==> src/rtl/cmp_pkg.sv <==
// Shared types and helpers for the sequential magnitude comparator.
package cmp_pkg;

    typedef enum logic {
        IDLE = 1'b0,
        RUN  = 1'b1
    } state_t;

    typedef struct packed {
        logic gt;
        logic et;
        logic lt;
    } result_t;

    localparam result_t RES_NONE = '{gt: 1'b0, et: 1'b0, lt: 1'b0};
    localparam result_t RES_GT   = '{gt: 1'b1, et: 1'b0, lt: 1'b0};
    localparam result_t RES_ET   = '{gt: 1'b0, et: 1'b1, lt: 1'b0};
    localparam result_t RES_LT   = '{gt: 1'b0, et: 1'b0, lt: 1'b1};

    // Digit counter width; a single-digit operand still needs one bit.
    function automatic int unsigned cnt_width(input int unsigned n);
        return ($clog2(n) < 1) ? 1 : $clog2(n);
    endfunction

endpackage

==> src/rtl/seq_magnitude_comparator_digit_compare.sv <==
// Combinational unsigned compare of one DIGIT-bit slice.
module digit_compare #(
    parameter int unsigned DIGIT = 2
) (
    input  logic [DIGIT-1:0] a,
    input  logic [DIGIT-1:0] b,
    output logic             gt_c,
    output logic             eq_c,
    output logic             lt_c
);

    assign gt_c = (a > b);
    assign eq_c = (a == b);
    assign lt_c = (a < b);

endmodule

==> src/rtl/seq_magnitude_comparator.sv <==
// Multi-cycle MSB-first magnitude comparator with early exit on the first
// differing digit; signed mode uses an offset-binary mapping of both operands.
module seq_magnitude_comparator
    import cmp_pkg::*;
#(
    parameter int unsigned WIDTH = 16,
    parameter int unsigned DIGIT = 2
) (
    input  logic             clk,
    input  logic             rst_n,
    input  logic             start,
    input  logic [WIDTH-1:0] A,
    input  logic [WIDTH-1:0] B,
    input  logic             signed_mode,
    output logic             busy,
    output logic             done,
    output logic             GT,
    output logic             ET,
    output logic             LT
);

    localparam int unsigned N  = WIDTH / DIGIT;
    localparam int unsigned CW = cnt_width(N);

    generate
        if (DIGIT == 0 || WIDTH < DIGIT || (WIDTH % DIGIT) != 0) begin : g_bad_params
            $error("seq_magnitude_comparator: WIDTH must be a non-zero multiple of DIGIT");
        end
    endgenerate

    state_t           state_q, state_d;
    logic [WIDTH-1:0] sa_q, sa_d;
    logic [WIDTH-1:0] sb_q, sb_d;
    logic [CW-1:0]    cnt_q, cnt_d;
    result_t          res_q, res_d;
    logic             done_q, done_d;
    logic             busy_q, busy_d;

    logic d_gt, d_eq, d_lt;

    digit_compare #(.DIGIT(DIGIT)) u_digit_compare (
        .a    (sa_q[WIDTH-1 -: DIGIT]),
        .b    (sb_q[WIDTH-1 -: DIGIT]),
        .gt_c (d_gt),
        .eq_c (d_eq),
        .lt_c (d_lt)
    );

    always_ff @(posedge clk or negedge rst_n) begin
        if (!rst_n) begin
            state_q <= IDLE;
            sa_q    <= '0;
            sb_q    <= '0;
            cnt_q   <= '0;
            res_q   <= RES_NONE;
            done_q  <= 1'b0;
            busy_q  <= 1'b0;
        end else begin
            state_q <= state_d;
            sa_q    <= sa_d;
            sb_q    <= sb_d;
            cnt_q   <= cnt_d;
            res_q   <= res_d;
            done_q  <= done_d;
            busy_q  <= busy_d;
        end
    end

    always_comb begin
        state_d = state_q;
        sa_d    = sa_q;
        sb_d    = sb_q;
        cnt_d   = cnt_q;
        res_d   = res_q;
        done_d  = 1'b0;
        busy_d  = busy_q;

        case (state_q)
            IDLE: begin
                if (start) begin
                    // Flipping both MSBs turns a two's-complement order into an unsigned one.
                    sa_d            = A;
                    sb_d            = B;
                    sa_d[WIDTH-1]   = A[WIDTH-1] ^ signed_mode;
                    sb_d[WIDTH-1]   = B[WIDTH-1] ^ signed_mode;
                    cnt_d           = '0;
                    busy_d          = 1'b1;
                    state_d         = RUN;
                end
            end
            RUN: begin
                if (d_gt || d_lt) begin
                    res_d   = d_gt ? RES_GT : RES_LT;
                    done_d  = 1'b1;
                    busy_d  = 1'b0;
                    state_d = IDLE;
                end else if (d_eq && cnt_q == CW'(N - 1)) begin
                    res_d   = RES_ET;
                    done_d  = 1'b1;
                    busy_d  = 1'b0;
                    state_d = IDLE;
                end else begin
                    sa_d  = WIDTH'(sa_q << DIGIT);
                    sb_d  = WIDTH'(sb_q << DIGIT);
                    cnt_d = CW'(cnt_q + 1'b1);
                end
            end
            default: begin
                state_d = IDLE;
            end
        endcase
    end

    assign busy = busy_q;
    assign done = done_q;
    assign GT   = res_q.gt;
    assign ET   = res_q.et;
    assign LT   = res_q.lt;

endmodule

==> config.mk <==
export PLATFORM = sky130hd
export DESIGN_NAME = seq_magnitude_comparator
export DESIGN_NICKNAME = d
export VERILOG_FILES = /design/src/rtl/cmp_pkg.sv /design/src/rtl/seq_magnitude_comparator_digit_compare.sv /design/src/rtl/seq_magnitude_comparator.sv
export SDC_FILE = /design/constraint.sdc
export NUM_CORES = 1
export LEC_CHECK = 0
export CORE_MARGIN = 5
export CORE_UTILIZATION = 30
export DETAILED_ROUTE_END_ITERATION = 10
export PLACE_DENSITY = 0.53
export SLEW_MARGIN = 10
export SYNTH_ARGS = -nofsm -noshare
export SYNTH_HDL_FRONTEND = slang
export SYNTH_SLANG_ARGS = --single-unit
==> constraint.sdc <==
create_clock -name clk -period 2.5 [get_ports clk]
set_clock_uncertainty 0.1 [all_clocks]
set_input_delay 0.25 -clock clk [delete_from_list [all_inputs] [get_ports clk]]
set_output_delay 0.25 -clock clk [all_outputs]
set_load 0.01 [all_outputs]
==> metrics.md <==
| Metric | Value |
|---|---|
| R2R Setup Slk | `0.57 ns` |
| Row cnt | `29` |
| RSZ-0062 raised after global routing | `no` |
| Crit share post-route | `77.0%` |
| Period minus WS final | `1.93 ns` |
| Status | `complete, but fails checks` |
| Root buf cell | `clkbuf_8` |
| Post-synthesis sequential area ratio | `53.4%` |
| GRT overflow | `0` |
| Vias per std cell | `4.74` |
| Internal | `0.00179 W` |
| Crit Reg-Reg Startpoint | `cnt_q[0]` |
| EDFF count, synth | `0` |
| Number of synthesis warnings | `0` |
| Gpl congestion | `0.683` |
| Power Dens Cells | `1110 nW/µm²` |
| Final instance area | `between 2000 and 2500 µm²` |
| Worst-skew pair later-pin latency | `roughly 0.29 ns` |
| Main combinational cell family by area after synthesis | `compound AO/OA/AOI/OAI gates` |
| DR pass1 iterations | `4` |
| GR Util All Layers | `10.4%` |
| Num CTS Buffers | `5` |
| Iteration-0 DRC count of the detailed router | `109` |
| Synth Register Bits | `41` |
| DRC | `0` |
| Mapped cell area | `1920 µm²` |
| Core Region | `approximately 6300 µm²` |
| Compound-gate portion of the synthesized area | `between 20% and 30%` |
| Max Root-Sink Buffers | `2` |
| TritonCTS clock tree | `yes` |
| Initial Utilization | `30.6%` |
| Pwr Total | `about 0.0028 W` |
| Post-CTS setup buffers | `0` |
| Count of cell types in the netlist | `29` |
| Mux cell area share after synthesis | `1.56%` |
| Sw Pwr | `a little under 0.001 W` |
| Antenna violations before repair | `0` |
| Clk pin slew, worst setup/hold paths | `0.08 ns` |
| Worst-Margin Slew | `0.896 ns` |
| PostCTS Resize Cnt | `0` |
| Routed Antenna Nets | `0` |
| Clock network power share | `14.9%` |
| Leakage Power | `1.02 nW` |
| ANT cells | `0` |
| Critical R2R Capture | `sa_q[15]` |
| Full die area | `8100 µm²` |
| Ys flop type | `dfrtp_1` |
| CTS Hold Buffers Added | `0` |
| Chip width | `90.0 µm` |
| Slew HR | `40.3%` |
| Final setup viols | `0` |
| Synth Area in XOR/XNOR | `0.912%` |
| Largest net degree at the start of global routing | `42` |
| CP Class | `reg -> reg` |
| Reg power frac | `~43%` |
| Post-DP HPWL | `2.94 mm` |
| Syn avg cell area | `12.0 µm²` |
| DR WL/cell | `14.1 µm` |
| Sw Ratio | `35.4%` |
| MaxCap Viol Count | `0` |
| Max VDD drop | `0.000490 V` |
| Most frequent cells in the layout | `41 x dfrtp_1, 39 x clkdlybuf4s50_1, 23 x nand2b_1` |
| Clk sink count | `41` |
| Required time of the critical path | `2.56 ns` |
| Area post-placement | `2400 µm²` |
| Synthesis-to-layout area growth | `29.6%` |
| Reg2reg path depth | `5` |
| Achievable frequency | `0.519 GHz` |
| CP endpoint kind | `flip-flop` |
| DIE HEIGHT | `90.0 µm` |
| Failing checks | `negative hold slack` |
| Worst Setup Start Kind | `flip-flop` |
| Post-Syn Instances | `160` |
| Detailed-route via count | `roughly 1300` |
| Post-Synth Simple-Gate Area | `~14%` |
| Port-buffer cells | `40` |
| Vias in the first global route | `~1400` |
| Syn nets | `200` |
| H-tree depth | `2` |
| Hold_ws | `-0.0205 ns` |
| CP arrival | `a little under 2 ns` |
| Gate power share | `42.3%` |
| Num ports | `41` |
| Layout cells sized above 1 | `17.1%` |
| Wirelength, routed | `3.99 mm` |
| Global-route wire length before repair | `around 6.8 mm` |
| Final Max Tran Viols | `0` |
| Max FO, Critical Path | `22` |
| Post-layout nets | `244` |
| Min-Delay Path Class | `in -> async` |
| Share of flip-flops with an asynchronous set or reset | `100%` |
| Final setup TNS | `0 ns` |
| Final hold viol count | `41` |
| Post-Synth Adder-Cell Area | `under 10%` |
| Most common cell after layout, fill and taps aside | `dfrtp_1` |
==> cells in the mapped netlist (all sizes together) (2+ instances only) <==
cell | n | area share, %
a21oi | 3 | 0.78
buf | 5 | 2.4
clkbuf | 5 | 0.98
dfrtp | 41 | 53
ha | 4 | 2.6
inv | 11 | 2.1
mux2i | 3 | 1.6
nand2 | 13 | 2.5
nand2b | 23 | 7.5
nor2b | 2 | 0.65
o21ai | 4 | 1.0
o221a | 26 | 15
o221ai | 2 | 0.91
o2bb2ai | 2 | 0.91
or2b | 5 | 2.0
xor2 | 2 | 0.91
==> cells by family after synthesis <==
kind of cell               Yosys count
muxes                                3
DFF                                 41
AOI/OAI and AO/OA                   42
and+or+nand+nor                     47
adders and majority gates            4
buffers and inverters               21
xor gates and xnor gates             2
==> registers in the layout, summed over array words and instances (netlist names) <==
name,flops
busy,1
sa_q,16
cnt_q,3
state_q,1
ET,1
GT,1
sb_q,16
LT,1
done,1
==> how the worst max path moves through the flow <==
stage / from / endpoint
detailed placement: start / sa_q[14]
global route: cnt_q[0] / sa_q[15]
global placement: start / sa_q[14]
CTS: cnt_q[0] / sa_q[15]
finish: cnt_q[0] / sa_q[15]
floorplan: cnt_q[0] / sa_q[10]
==> critical path, stage by stage, from the launching register on <==
cell and delay, ns:
dfrtp_1 0.40, ha_1 0.20, ha_1 0.25, o41ai_4 0.36, buf_4 0.31, o221ai_1 0.17
==> layout make-up <==
type	count	area (µm²)
Clock buffer	5	68.8
Clock inverter	3	17.5
Multi-Input combinational cell	98	791
Timing Repair Buffer	47	448
Tap cell	77	96.3
Inverter	11	41.3
Fill cell	634	3790
Sequential cell	41	1030
==> metrics by stage <==
step                cells  setup slack [ns]  hold slack [ns]  util [%]
floorplan             160             0.757           -0.146         -
global placement      274             0.495            0.330      38.3
detailed placement    274             0.528            0.335      38.3
CTS                   282             0.554          0.00625      39.6
global route          282             0.470           0.0576      39.6
finish                282             0.574          -0.0205      39.6
==> per-layer routing <==
layer | vias up | share of wire (%) | track usage, %
met5 | - | 0 | 0
met3 | 7 | 5.1 | 3.34
met1 | 627 | 46 | 13.6
met2 | 29 | 47 | 16.3
met4 | 0 | 1.5 | 3.35
li1 | 673 | - | -
==> power groups by stage <==
stage	combinational, W	clock, W	sequential (W)
3_5_place_dp	0.00120	0	0.00119
6_report	0.00117	0.000413	0.00119
5_1_grt	0.00132	0.000463	0.00122
3_3_place_gp	0.00116	0	0.00120
4_1_cts	0.00119	0.000434	0.00119
2_1_floorplan	0.000896	0	0.00113
Note: power is estimated with default switching activity, not from simulation.
